$ cat config.mk
export PLATFORM = sky130hd
export DESIGN_NAME = alu_cdb_issue_unit
export DESIGN_NICKNAME = d
export VERILOG_FILES = /design/src/rtl/alu_cdb_issue_unit.sv
export SDC_FILE = /design/constraint.sdc
export NUM_CORES = 1
export LEC_CHECK = 0
export CAP_MARGIN = 30
export CELL_PAD_IN_SITES_DETAIL_PLACEMENT = 0
export CELL_PAD_IN_SITES_GLOBAL_PLACEMENT = 1
export CORE_MARGIN = 2
export CORE_UTILIZATION = 43
export CTS_BUF_LIST = sky130_fd_sc_hd__clkbuf_16
export DETAILED_ROUTE_END_ITERATION = 7
export PLACE_DENSITY = 0.92
export SYNTH_ARGS = -nofsm -noshare
export SYNTH_HDL_FRONTEND = slang
export SYNTH_SLANG_ARGS = --single-unit
$ cat constraint.sdc
create_clock -name clock -period 6.4 [get_ports clock]
set_clock_uncertainty 0.2 [all_clocks]
set_input_delay 1.28 -clock clock [delete_from_list [all_inputs] [get_ports clock]]
set_output_delay 1.28 -clock clock [all_outputs]
set_load 0.05 [all_outputs]
$ cat src/rtl/alu_cdb_issue_unit.sv
// ALU functional unit: evaluates issued packets, buffers results in an in-order
// FIFO and presents the head to the CDB arbiter under a req/grant handshake.
module alu_cdb_issue_unit #(
  parameter int unsigned DEPTH  = 2,
  parameter int unsigned PREG_W = 6,
  parameter int unsigned ROB_W  = 5
) (
  input  logic              clock,
  input  logic              reset,
  input  logic              issue_valid,
  output logic              issue_ready,
  input  logic [31:0]       issue_opa,
  input  logic [31:0]       issue_opb,
  input  logic [3:0]        issue_func,
  input  logic [PREG_W-1:0] issue_dest_preg,
  input  logic [ROB_W-1:0]  issue_rob_idx,
  input  logic              squash,
  output logic              cdb_req,
  input  logic              cdb_grant,
  output logic [31:0]       cdb_data,
  output logic [PREG_W-1:0] cdb_preg,
  output logic [ROB_W-1:0]  cdb_rob_idx,
  output logic              busy
);

  localparam int unsigned PtrW = (DEPTH > 1) ? $clog2(DEPTH) : 1;
  localparam int unsigned CntW = PtrW + 1;

  localparam logic [3:0] FuncAdd  = 4'd0;
  localparam logic [3:0] FuncSub  = 4'd1;
  localparam logic [3:0] FuncAnd  = 4'd2;
  localparam logic [3:0] FuncOr   = 4'd3;
  localparam logic [3:0] FuncXor  = 4'd4;
  localparam logic [3:0] FuncSlt  = 4'd5;
  localparam logic [3:0] FuncSltu = 4'd6;
  localparam logic [3:0] FuncSll  = 4'd7;
  localparam logic [3:0] FuncSrl  = 4'd8;
  localparam logic [3:0] FuncSra  = 4'd9;

  logic [31:0]       data_q [DEPTH];
  logic [31:0]       data_d [DEPTH];
  logic [PREG_W-1:0] preg_q [DEPTH];
  logic [PREG_W-1:0] preg_d [DEPTH];
  logic [ROB_W-1:0]  rob_q  [DEPTH];
  logic [ROB_W-1:0]  rob_d  [DEPTH];

  logic [PtrW-1:0] head_q, head_d;
  logic [PtrW-1:0] tail_q, tail_d;
  logic [CntW-1:0] count_q, count_d;

  logic [31:0] alu_res;
  logic [4:0]  shamt;
  logic        not_empty;
  logic        push;
  logic        pop;

  assign shamt = issue_opb[4:0];

  always_comb begin
    alu_res = 32'hfacebeec;
    case (issue_func)
      FuncAdd:  alu_res = issue_opa + issue_opb;
      FuncSub:  alu_res = issue_opa - issue_opb;
      FuncAnd:  alu_res = issue_opa & issue_opb;
      FuncOr:   alu_res = issue_opa | issue_opb;
      FuncXor:  alu_res = issue_opa ^ issue_opb;
      FuncSlt:  alu_res = {31'b0, ($signed(issue_opa) < $signed(issue_opb))};
      FuncSltu: alu_res = {31'b0, (issue_opa < issue_opb)};
      FuncSll:  alu_res = issue_opa << shamt;
      FuncSrl:  alu_res = issue_opa >> shamt;
      FuncSra:  alu_res = $unsigned($signed(issue_opa) >>> shamt);
      default:  alu_res = 32'hfacebeec;
    endcase
  end

  assign not_empty   = (count_q != '0);
  assign issue_ready = (count_q < CntW'(DEPTH));
  assign busy        = not_empty;
  assign cdb_req     = not_empty && !squash;

  // Head is zeroed when empty so stale entries never leak onto the bus.
  assign cdb_data    = not_empty ? data_q[head_q] : 32'd0;
  assign cdb_preg    = not_empty ? preg_q[head_q] : '0;
  assign cdb_rob_idx = not_empty ? rob_q[head_q]  : '0;

  assign push = issue_valid && issue_ready && !squash;
  assign pop  = cdb_req && cdb_grant;

  always_comb begin
    data_d  = data_q;
    preg_d  = preg_q;
    rob_d   = rob_q;
    head_d  = head_q;
    tail_d  = tail_q;
    count_d = count_q;
    if (squash) begin
      head_d  = '0;
      tail_d  = '0;
      count_d = '0;
    end else begin
      if (push) begin
        data_d[tail_q] = alu_res;
        preg_d[tail_q] = issue_dest_preg;
        rob_d[tail_q]  = issue_rob_idx;
        tail_d         = tail_q + PtrW'(1);
      end
      if (pop) begin
        head_d = head_q + PtrW'(1);
      end
      case ({push, pop})
        2'b10:   count_d = count_q + CntW'(1);
        2'b01:   count_d = count_q - CntW'(1);
        default: count_d = count_q;
      endcase
    end
  end

  always_ff @(posedge clock) begin
    if (!reset) begin
      head_q  <= '0;
      tail_q  <= '0;
      count_q <= '0;
      for (int i = 0; i < int'(DEPTH); i++) begin
        data_q[i] <= '0;
        preg_q[i] <= '0;
        rob_q[i]  <= '0;
      end
    end else begin
      head_q  <= head_d;
      tail_q  <= tail_d;
      count_q <= count_d;
      data_q  <= data_d;
      preg_q  <= preg_d;
      rob_q   <= rob_d;
    end
  end

endmodule

# Word level (Yosys, flattened, before mapping)
# Cells that the tools add are included.
# op_classes
multipliers	0
addsub	6
bitwise	7
muxes	23
div	0
eq_ne	11
shifts	3
order_cmp	6
n_reduce_logical	11
# op_table
op	n
case mux 32 bit (10 select lines)	1
2-to-1 mux 32 bit	5
bitwise mux 64 bit	1
< comparator 32 bit	2
adder 32 bit	1
AND 32 bit	1
demux 32 bit (select 1 bit)	1
OR 32 bit	1
<< shifter 32 x 5 -> 32 bit	1
>> shifter 32 x 5 -> 32 bit	1
>>> shifter 32 x 5 -> 32 bit	1
subtractor 32 bit	1
bitwise XOR 32 bit	1
2-to-1 mux 6 bit	5
2-to-1 mux 5 bit	5
== test 4 x 3 -> 1 bit (second input constant)	4
bitwise mux 12 bit	1
bitwise mux 10 bit	1
== test 4 x 2 -> 1 bit (second input constant)	2
== test 4 bit (second input constant)	2
demux 6 bit (select 1 bit)	1
demux 5 bit (select 1 bit)	1
logical AND 1 bit	5
== test 4 x 1 -> 1 bit (second input constant)	1
other kinds (16)	21
# word_totals
input_bits	84
ram_bits	0
regBits	90
n_memories	0
latch_bits	0
out_inout_bits	46
romBits	0

# Depth between registers and ports, before layout
# depth
ltp_word	6
ltp_mapped	16
ltp_nobuf	13

# Least setup slack after synthesis
# OpenSTA, ideal clock, no wires.
# synth_timing
kind	in2reg
startpoint	in issue_opb[2]
endpoint	reg data_q[52] (netlist bit)
arrival_time_ns	4.556
required_ns	6.068
setup_slack_ns	1.511
setup_time_ns	0.132
cell_stages	15
path_cell_list	buf_4 -> buf_4 -> inv_1 -> buf_2 -> buf_1 -> ha_1 -> nor2b_1 -> o211ai_1 -> a211oi_1 -> o41a_1 -> o31ai_2 -> o41ai_2 -> a221o_1 -> a211oi_1 -> a21oi_1
# synth_via
elab_chain_len	3
# synth_lines
element	line_no	source
from (decl)	13	input logic [31:0] issue_opb,
subtractor 32 bit (tied with other cells)	63	FuncSub: alu_res = issue_opa - issue_opb;
case mux 32 bit (10 select lines) *	61	case (issue_func)
bitwise mux 64 bit *	102	data_d[tail_q] = alu_res;
to (signal assigned)	132	data_q <= data_d;
to (decl)	40	logic [31:0] data_q [DEPTH];
# Mark *: on every way between the ends. The rest lies on a longest branch, timed or not.
# A chain may end at the register's enable or synchronous reset.

# Worst setup path after layout
# layout_timing
startpoint	in issue_opa[0]
endpoint	reg data_q[32] (netlist bit)
# layout_via
elab_chain_len	3
# layout_lines
element	line_no	source
from (decl)	12	input logic [31:0] issue_opa,
subtractor 32 bit (tied with other cells)	63	
case mux 32 bit (10 select lines) *	61	
bitwise mux 64 bit *	102	
# Marks and branches as above.

==> run metrics <==
status=completed; drt initial violations=1721; Mean Syn Cell Area=7.295 um^2; io pins=130; fmax=0.1815 GHz; Hold Path Stages=2; CTS Root Cell=clkbuf_16; relative slew slack=31.09%; vias per cell=6.555; register area share after synthesis=14.20%; mapped cell area=12690 um^2; global route overflow=0; Warnings, synthesis=0; Clock Latency Late Sink=0.34 ns; EDFF count, synth=0; Placed Instances=2157; Critical Path AT=5.51 ns; Final Instance Area=14500 um^2; metal2 WL=22.77 mm; cts bufs inserted=9; GP Congestion=1.040; Max Slew Vio Count=0; CP max FO=6; syn nets=1925; highest metal used=met5; Die Span X=175.8 um; Hold Vio Cnt, Final=0; Final period util=86.07%; Synth Instances=1739; Synth async-reset ratio=0%; Max-Cap Viols=0; GR Util All Layers=33.21%; FF-to-FF path depth=6; Worst Hold Path EP=rob_q[7]$_SDFFE_PN0P_; Die ar.=30890 um^2; vias in the first global route=13275; Layout Cells excl Fill=2173; DRC=0; Total Nets Final=1970; Post-CTS Hold Buffers=0; Worst-Margin Slew=1.034 ns; first-pass GRT wire length=80.20 mm; CTS Buffer Depth=2; Sink Count=90; crit path launch type=input pin; hold path startpoint=rob_q[7]$_SDFFE_PN0P_; post-synth cell types=96; die height=175.8 um; Final ANT Viol Nets=0; H-tree levels=3; Seq cells post-synth=90; mean routed wirelength per cell=24.16 um; Final Critical Period=5.508 ns; Final setup violation count=0; maximum VDD drop=0.0001352 V; postcts setup bufs=0; crit path launch=issue_opa[0]; placed cell areas=14210 um^2; clock slew at reported path FFs=0.06 ns; # resized after CTS=0; critical path endpoint category=register; placement row count=62; DR WL met3=5.170 mm; ys flop type=dfxtp_1; worst setup path category=input pin to register; largest net degree at the start of global routing=62; most frequent cells after synthesis=251 x nor2_1, 167 x a21oi_1, 151 x nand2_1, 111 x o21ai_0, 100 x ha_1; most common cell in the synthesized netlist=nor2_1; unrepaired setup endpoints after global routing=no; initial antenna violation count=4; DPL Wire Length=40.00 mm; # fillers=2905; leakage=5.550 nW; reg2reg end=count_q[1]$_SDFFE_PP0P_; reg2reg setup slack=3.79 ns; DRT Wirelength=52.49 mm; TNS Setup=0 ns; R2R Path Start=count_q[0]$_SDFFE_PP0P_; area leader, netlist=dfxtp_1; TritonCTS clock tree=done; Initial Utilization=43.96%; DR pass1 iterations=7; worst min-delay path class=register to register; Core Footprint=28860 um^2; P per Cell Area=145.3 nW/um^2; share of cells above drive strength 1=9.004%; top cells by area, synth=dfxtp_1 14%, ha_1 9.9%, mux4_2 7.6%; buffers added on ports=129; area grow syn2layout=14.32%; vias=14245; Worst EP required=6.41 ns; Yosys top cell area share=14.20%; wl on met1=22.47 mm
-- report_power, final --
group	internal (W)	total, W	switching (W)
clock	0.000298	0.000510	0.000212
combinational	0.000357	0.00100	0.000645
sequential	0.000583	0.000595	0.0000117
-- cell usage in the layout, fill, tap and decap left out, drive strengths merged, types with 8 or more instances in the layout --
master         count
nor2             253
a21oi            168
nand2            151
clkdlybuf4s50    124
o21ai            118
inv              101
ha               100
mux2i             92
dfxtp             90
a211oi            62
buf               54
mux4              43
nor3              27
nand3             26
o211ai            22
a221oi            21
o221ai            18
o21bai            16
o31ai             16
a21o              15
mux2              15
o22ai             14
nand4             13
nor4              12
a31oi             12
a22oi             11
o21a              10
or3                9
clkbuf             9
and2               9
a21boi             9
o31a               8
a221o              8
nand2b             8
a2111oi            8
-- stage by stage --
step / utilization (%) / hold slack, ns / worst slack [ns] / total power (W)
floorplan: - / 0.2357 / 1.511 / 0.001239
global placement: 49.16 / 0.2404 / 0.6310 / 0.001567
detailed placement: 49.26 / 0.2475 / 0.6188 / 0.001574
CTS: 50.25 / 0.2554 / 0.9734 / 0.002083
global route: 50.25 / 0.2765 / 0.6808 / 0.002211
finish: 50.26 / 0.2552 / 0.8917 / 0.002107
-- final cells by class --
cell class	instances	area, um^2	area share (%)
Multi-Input combinational cell	1402	9888	68.18
Sequential cell	90	1803	12.43
Timing Repair Buffer	178	1657	11.42
Tap cell	384	480.5	3.313
Inverter	103	386.6	2.666
Clock buffer	9	225.2	1.553
Clock inverter	6	60.06	0.4141
Antenna cell	1	2.502	0.01725
-- worst max path at each step --
stage                                          to  cells after the start
after floorplan           data_q[52]$_SDFFE_PN0P_                     15
after global placement     data_q[0]$_SDFFE_PN0P_                     14
after detailed placement  data_q[32]$_SDFFE_PN0P_                     14
after CTS                 data_q[32]$_SDFFE_PN0P_                     14
after global routing      data_q[26]$_SDFFE_PN0P_                     14
final                     data_q[32]$_SDFFE_PN0P_                     14
-- flip-flops by register name (all words and copies together) (netlist names) --
signal and cells:
count_q 2, preg_q 12, rob_q 10, data_q 64, head_q 1, tail_q 1
-- logic make-up after synthesis --
logic type | after synthesis | share of synthesized area (%)
mux | 150 | 16.22
xor+xnor | 7 | 0.4833
flops | 90 | 14.20
buf+inv | 247 | 8.107
fa+ha+maj | 102 | 10.18
compound gates | 599 | 32.03
simple gates | 544 | 18.77
-- routing by layer --
layer / up-vias / track usage, %
met5: - / 0
met4: 6 / 12.22
met3: 123 / 5.779
met2: 839 / 51.44
met1: 6773 / 46.15
li1: 6504 / -
-- worst max-delay path, stage by stage --
cell	delay (ns)
clkdlybuf4s50_1	0.60
inv_1	0.14
ha_1	0.25
fa_1	0.42
o21ba_2	0.23
nor4_1	0.27
o31ai_1	0.20
a211o_1	0.34
o211ai_1	0.28
a31oi_1	0.28
o21ai_0	0.46
a21oi_1	0.20
nor3_1	0.42
a21oi_1	0.13
Power figures use the tool's default switching activity.
